$ cat src/rtl/pc_sequencer.sv
// pc_sequencer
//   Sequences a single-cycle datapath. It holds the PC and decodes the branch, jump
//   and halt opcodes from the fetched instruction. It picks the next PC using the
//   ALU zero/msb flags. A run-control FSM (IDLE/RUN/HALT) produces commit, which the
//   top level ANDs into regwrite/memwrite. It also counts retired instructions.
//
// Parameters
//   RESET_PC   PC value loaded on reset
//   HALT_INST  instruction word that stops execution
//   CNT_W      width of inst_count
//
// Ports
//   clk         in   1      system clock, all state updates on posedge
//   reset       in   1      asynchronous, active-high reset
//   start       in   1      level, moves IDLE to RUN
//   stall       in   1      level, freezes pc/count for the cycle while in RUN
//   inst        in   32     instruction currently fetched at pc
//   zero        in   1      ALU zero flag, same cycle
//   msb         in   1      ALU result[31], same cycle
//   pc          out  32     instruction-memory address
//   commit      out  1      write-enable qualifier for regwrite/memwrite
//   running     out  1      state is RUN
//   halted      out  1      state is HALT
//   inst_count  out  CNT_W  number of committed instructions (saturating)
module pc_sequencer #(
  parameter logic [31:0] RESET_PC  = 32'h00400020,
  parameter logic [31:0] HALT_INST = 32'hFFFFFFFF,
  parameter int          CNT_W     = 32
) (
  input  logic             clk,
  input  logic             reset,
  input  logic             start,
  input  logic             stall,
  input  logic [31:0]      inst,
  input  logic             zero,
  input  logic             msb,
  output logic [31:0]      pc,
  output logic             commit,
  output logic             running,
  output logic             halted,
  output logic [CNT_W-1:0] inst_count
);

  typedef enum logic [1:0] {
    IDLE = 2'b00,
    RUN  = 2'b01,
    HALT = 2'b10,
    BAD  = 2'b11
  } state_t;

  localparam logic [5:0] OP_BEQ  = 6'b000100;
  localparam logic [5:0] OP_BNE  = 6'b000101;
  localparam logic [5:0] OP_BGTZ = 6'b000111;
  localparam logic [5:0] OP_J    = 6'b000010;

  state_t      state;
  state_t      next_state;
  logic        advance;
  logic [31:0] pc4;
  logic [31:0] boff;
  logic [31:0] next_pc;

  always_ff @(posedge clk or posedge reset) begin
    if (reset) state <= IDLE;
    else       state <= next_state;
  end

  // Stall wins over halt detection. Only a non-halt, unstalled RUN cycle commits
  // and advances. The unused encoding falls back to IDLE.
  always_comb begin
    next_state = state;
    commit     = 1'b0;
    advance    = 1'b0;
    case (state)
      IDLE: if (start) next_state = RUN;
      RUN: begin
        if (!stall) begin
          if (inst == HALT_INST) begin
            next_state = HALT;
          end else begin
            commit  = 1'b1;
            advance = 1'b1;
          end
        end
      end
      HALT:    next_state = HALT;
      default: next_state = IDLE;
    endcase
  end

  assign running = (state == RUN);
  assign halted  = (state == HALT);

  // Branch offsets are word offsets, so they are sign-extended and scaled by 4.
  // All additions wrap modulo 2^32.
  assign pc4  = pc + 32'd4;
  assign boff = {{14{inst[15]}}, inst[15:0], 2'b00};

  always_comb begin
    next_pc = pc4;
    case (inst[31:26])
      OP_BEQ:  if (zero)          next_pc = pc4 + boff;
      OP_BNE:  if (!zero)         next_pc = pc4 + boff;
      OP_BGTZ: if (!zero && !msb) next_pc = pc4 + boff;
      OP_J:    next_pc = {pc4[31:28], inst[25:0], 2'b00};
      default: next_pc = pc4;
    endcase
  end

  always_ff @(posedge clk or posedge reset) begin
    if (reset) begin
      pc         <= RESET_PC;
      inst_count <= '0;
    end else if (advance) begin
      pc <= next_pc;
      if (inst_count != {CNT_W{1'b1}}) inst_count <= inst_count + 1'b1;
    end
  end

endmodule

$ cat config.mk
export PLATFORM = sky130hd
export DESIGN_NAME = pc_sequencer
export DESIGN_NICKNAME = d
export VERILOG_FILES = /design/src/rtl/pc_sequencer.sv
export SDC_FILE = /design/constraint.sdc
export NUM_CORES = 1
export LEC_CHECK = 0
export CORE_MARGIN = 2
export CORE_UTILIZATION = 35
export DETAILED_ROUTE_END_ITERATION = 16
export SKIP_CTS_REPAIR_TIMING = 1
export SLEW_MARGIN = 20
export SYNTH_ARGS = -nofsm -noshare
export SYNTH_HDL_FRONTEND = slang
export SYNTH_SLANG_ARGS = --single-unit
$ cat constraint.sdc
create_clock -name clk -period 7.7 [get_ports clk]
set_input_delay 1.54 -clock clk [delete_from_list [all_inputs] [get_ports clk]]
set_output_delay 1.54 -clock clk [all_outputs]
set_load 0.03 [all_outputs]
# Word-level counts from Yosys, hierarchy flattened
# Cells that the tools add are included.
# W data, S select, Z words.
word_totals:
  inputBits: 38
  register_bits: 66
op_classes:
  mux: 11
  n_eq_ne: 11
  n_addsub: 3
  reduce_logical: 6
ops:
  columns: ["cell", "count"]
  rows:
  - ["$pmux W32 S4", 1]
  - ["$mux W32", 3]
  - ["$add A32 B1 Y32 const B", 1]
  - ["$add A32 B3 Y32 const B", 1]
  - ["$add A32 B32 Y32", 1]
  - ["$eq A32 B32 Y1 const B", 1]
  - ["$ne A32 B32 Y1 const B", 1]
  - ["$eq A6 B3 Y1 const B", 3]
  - ["$eq A6 B2 Y1 const B", 1]
  - ["$mux W2", 3]
  - ["$pmux W2 S3", 1]
  - ["$ne A2 B2 Y1 const B", 2]
  - ["$mux W1", 3]
  - ["$reduce_and A3 Y1", 1]
  - ["$eq A2 B1 Y1 const B", 1]
  - ["$eq A2 B2 Y1 const B", 1]
  - ["$logic_not A1 Y1", 2]
  - ["$logic_not A2 Y1", 1]
  - ["$ne A2 B1 Y1 const B", 1]
  - ["$reduce_and A2 Y1", 1]
  - ["$logic_and A1 B1 Y1", 1]

# Longest topological paths before layout
depth:
  ltp_word: 5
  depth_mapped: 19
  depth_no_buf: 17

# Least setup slack after synthesis
# No wires, ideal clock.
synth_path:
  kind: "input to output"
  start: "input inst[26]"
  end: "output commit"
  stages: 8
  arrival_ps: 2998
  path_slack_ps: 3162
  path_cell_list: "clkbuf_1 > nand4_1 > nor4_1 > nand2_1 > nand3b_1 > inv_1 > clkbuf_1 > buf_1"
synth_between:
  elab_chain_cells: 4
synth_lines:
  columns: ["item", "line", "text"]
  rows:
  - ["from (decl)", "34", "input logic [31:0] inst,"]
  - ["$eq A32 B32 Y1", "78", "if (inst == HALT_INST) begin"]
  - ["$mux W1", "78", null]
  - ["$mux W1", "77", "if (!stall) begin"]
  - ["$mux W1", "74", "case (state)"]
  - ["to (decl)", "38", "output logic commit,"]
# No other way between the ends.

# Worst setup path after layout
layout_path:
  start: "input inst[15]"
  end: "output commit"
# The elaborated chain is that of the path after synthesis.

==> flow_metrics.py <==
metrics = {
    "clocking": {
        "h-tree-depth": 3,
        "cts_buffer_depth": 2,
        "root_buffer": "clkbuf_16",
        "clock_sinks": 64,
        "cts_tree": "done",
        "cts_buffers": 9,
        "clk_pin_slew_ns": 0.06,
        "worstSkewPairLatency_ns": 0.34,
    },
    "run_status": {
        "outcome": "finished clean",
    },
    "detailed_routing": {
        "drt_first_iter_violations": 347,
        "wl_met3_um": 811,
        "drcViolationCount": 0,
        "wl_met1_mm": 7.47,
        "wl_mm": 16.8,
        "drt_first_pass_iters": 5,
        "detail_route.vias_per_cell": 5.71,
        "antenna_left": 0,
        "wl_per_cell_um": 18.1,
        "route.met2.wl_mm": 8.12,
        "top_layer": "met4",
        "via_count": 5321,
    },
    "grt": {
        "antenna_found_initial": 0,
        "grt_pass1_wl_mm": 27.4,
        "grt_max_degree": 65,
        "grt_pass1_vias": 5412,
        "overflow": 0,
        "grtUsageTotal_pct": 20.8,
    },
    "floorplan": {
        "die_w_um": 128,
        "initial_core_util_pct": 35.8,
        "core-area_um2": 15100,
        "rows": 45,
        "io_pins": 105,
        "die-area_um2": 16500,
        "die_height_um": 128,
    },
    "logic_synthesis": {
        "async_flop_share_pct": 100,
        "yosysWarningCount": 0,
        "synth_edf_count": 0,
        "synthTopCellsByArea": "dfrtp_1, xnor2_1, ha_1",
        "synthTopCellsByCount": "dfrtp_1, xnor2_1, nand2_1",
        "synth_top_cell_area_share_pct": 28.6,
        "ys_seq_area_share_pct": 29.6,
        "synth_area_um2": 5420,
        "synth_top_area_cell": "dfrtp_1",
        "synth_area_per_cell_um2": 8.38,
        "synth_flop_cell": "dfrtp_1",
        "synth-seq-cells": 64,
        "synth.most_common_cell": "dfrtp_1",
        "synth.distinct_cells": 68,
        "synthCells": 647,
    },
    "timing": {
        "post-route-min-period_ns": 5.74,
        "fin_setup_tns_ns": 0,
        "slew_violations": 0,
        "hold_viol": 0,
        "fmax_ghz": 0.174,
        "rsz0062_at_grt": "false",
        "fin_crit_sh_pct": 74.5,
        "slew_headroom_pct": 36.0,
        "setup_viol": 0,
        "fin_worst_skew_ns": 0.00526,
        "worst_hold_slack_ns": 0.481,
        "tightestPinTransition_ns": 0.957,
    },
    "min_path": {
        "hold_class": "reg -> reg",
    },
    "power_and_ir_drop": {
        "peakVddDrop_uv": 154,
        "p_leak_nw": 2.91,
        "power_density_nw_per_um2": 268,
    },
    "place": {
        "io_buffers": 102,
        "gp_congestion": 0.890,
        "place_hpwl_mm": 12.5,
    },
    "critical_path": {
        "crit_arrival_ns": 4.20,
        "ff2ff_setup_slack_ns": 3.17,
        "worst-setup-path-type": "in -> out",
        "path_max_fanout": 23,
        "end_kind": "primary output",
        "start_kind": "input pin",
        "crit_top_cell": "clkdlybuf4s50_1",
        "cpMaxStageDelayCell": "clkdlybuf4s50_1",
        "path_cells": "clkdlybuf4s50_1, nand4_1, nor4_1, nand2_1, nand3b_1, inv_1, clkdlybuf4s50_1",
        "slowest_delay_ns": 1.10,
        "cp_data_required_time_ns": 6.16,
    },
    "final_layout": {
        "fillCellCount": 1463,
        "multi_input_area_um2": 3600,
        "area_growth_pct": 28.1,
        "ff_latch_area_um2": 1600,
        "antenna_cells": 0,
        "drive_gt1_share_pct": 5.38,
        "layout.nets": 816,
    },
    "run": {
        "cap_violations": 0,
    },
}
-- per-stage QoR --
step | power [W] | setup slack [ns] | utilization [%] | area [µm²] | std cells
floorplan | 0.00110 | 3.16 | - | 5430 | 648
global placement | 0.00138 | 2.12 | 43.7 | 6620 | 916
detailed placement | 0.00139 | 1.97 | 43.7 | 6620 | 916
CTS | 0.00187 | 1.95 | 45.9 | 6950 | 932
global route | 0.00198 | 1.81 | 45.9 | 6950 | 932
finish | 0.00186 | 1.96 | 45.9 | 6950 | 932
-- logic make-up (layout without fill, tap and decap cells) --
family,after synthesis,in the layout,share of synthesized area (%)
mux,3,3,0.554
simple gates,236,236,22.8
flops,64,64,29.6
buf+inv,58,154,4.18
compound gates,175,175,22.2
fa+ha+maj,39,39,9.14
other cells,1,2,0.0692
xor+xnor,71,71,11.5
-- area by class of cell --
type	count	share of cell area, %
clock buffers	9	3.24
clock inverters	7	1.51
inverters	30	1.62
multi-input cells	526	51.8
flip-flops and latches	64	23.1
well taps	188	3.38
repair buffers	108	15.3
-- routing by layer --
metal | vias to the layer above | track usage, %
met5 | - | 0
met4 | 0 | 7.69
met3 | 34 | 3.78
met2 | 167 | 35.2
met1 | 2545 | 26.5
li1 | 2575 | -
-- report_power, final --
part | internal, W | switching, W | leakage, nW
Combinational | 0.000386 | 0.000529 | 1.94
Sequential | 0.000397 | 0.0000884 | 0.815
Clock | 0.000287 | 0.000171 | 0.158
-- worst paths after layout --
check	start	endpoint	depth (start not counted)
setup / recovery	inst[15]	commit	7
hold / removal	pc[31]$_DFFE_PP0P_	pc[31]$_DFFE_PP0P_	1
setup reg to reg	pc[2]$_DFFE_PP0P_	pc[31]$_DFFE_PP0P_	17
hold reg to reg	pc[31]$_DFFE_PP0P_	pc[31]$_DFFE_PP0P_	1
max in group asynchronous	reset	inst_count[31]$_DFFE_PP0P_	3
min in group asynchronous	reset	pc[9]$_DFFE_PP0P_	3
-- worst max-delay path: cells and delay by family --
family / cells / cell delay [ns]
buf+inv: 3 / 1.77
simple gates: 4 / 0.88
-- cell usage in the layout, fill, tap and decap left out, types with 13 or more instances in the layout --
| cell | count |
|---|---|
| inv_1 | 28 |
| dfrtp_1 | 62 |
| ha_1 | 38 |
| nand2_1 | 59 |
| nor3_1 | 13 |
| nand4_1 | 20 |
| a21oi_1 | 38 |
| clkdlybuf4s50_1 | 102 |
| o21ai_0 | 39 |
| a21o_1 | 20 |
| nor2_1 | 40 |
| xnor2_1 | 60 |
| nand3_1 | 48 |
-- state kept, by name (all words and copies together), names as in the netlist --
signal      count
inst_count     32
state           2
pc             30
No activity file was read; power rests on OpenSTA's default activity.
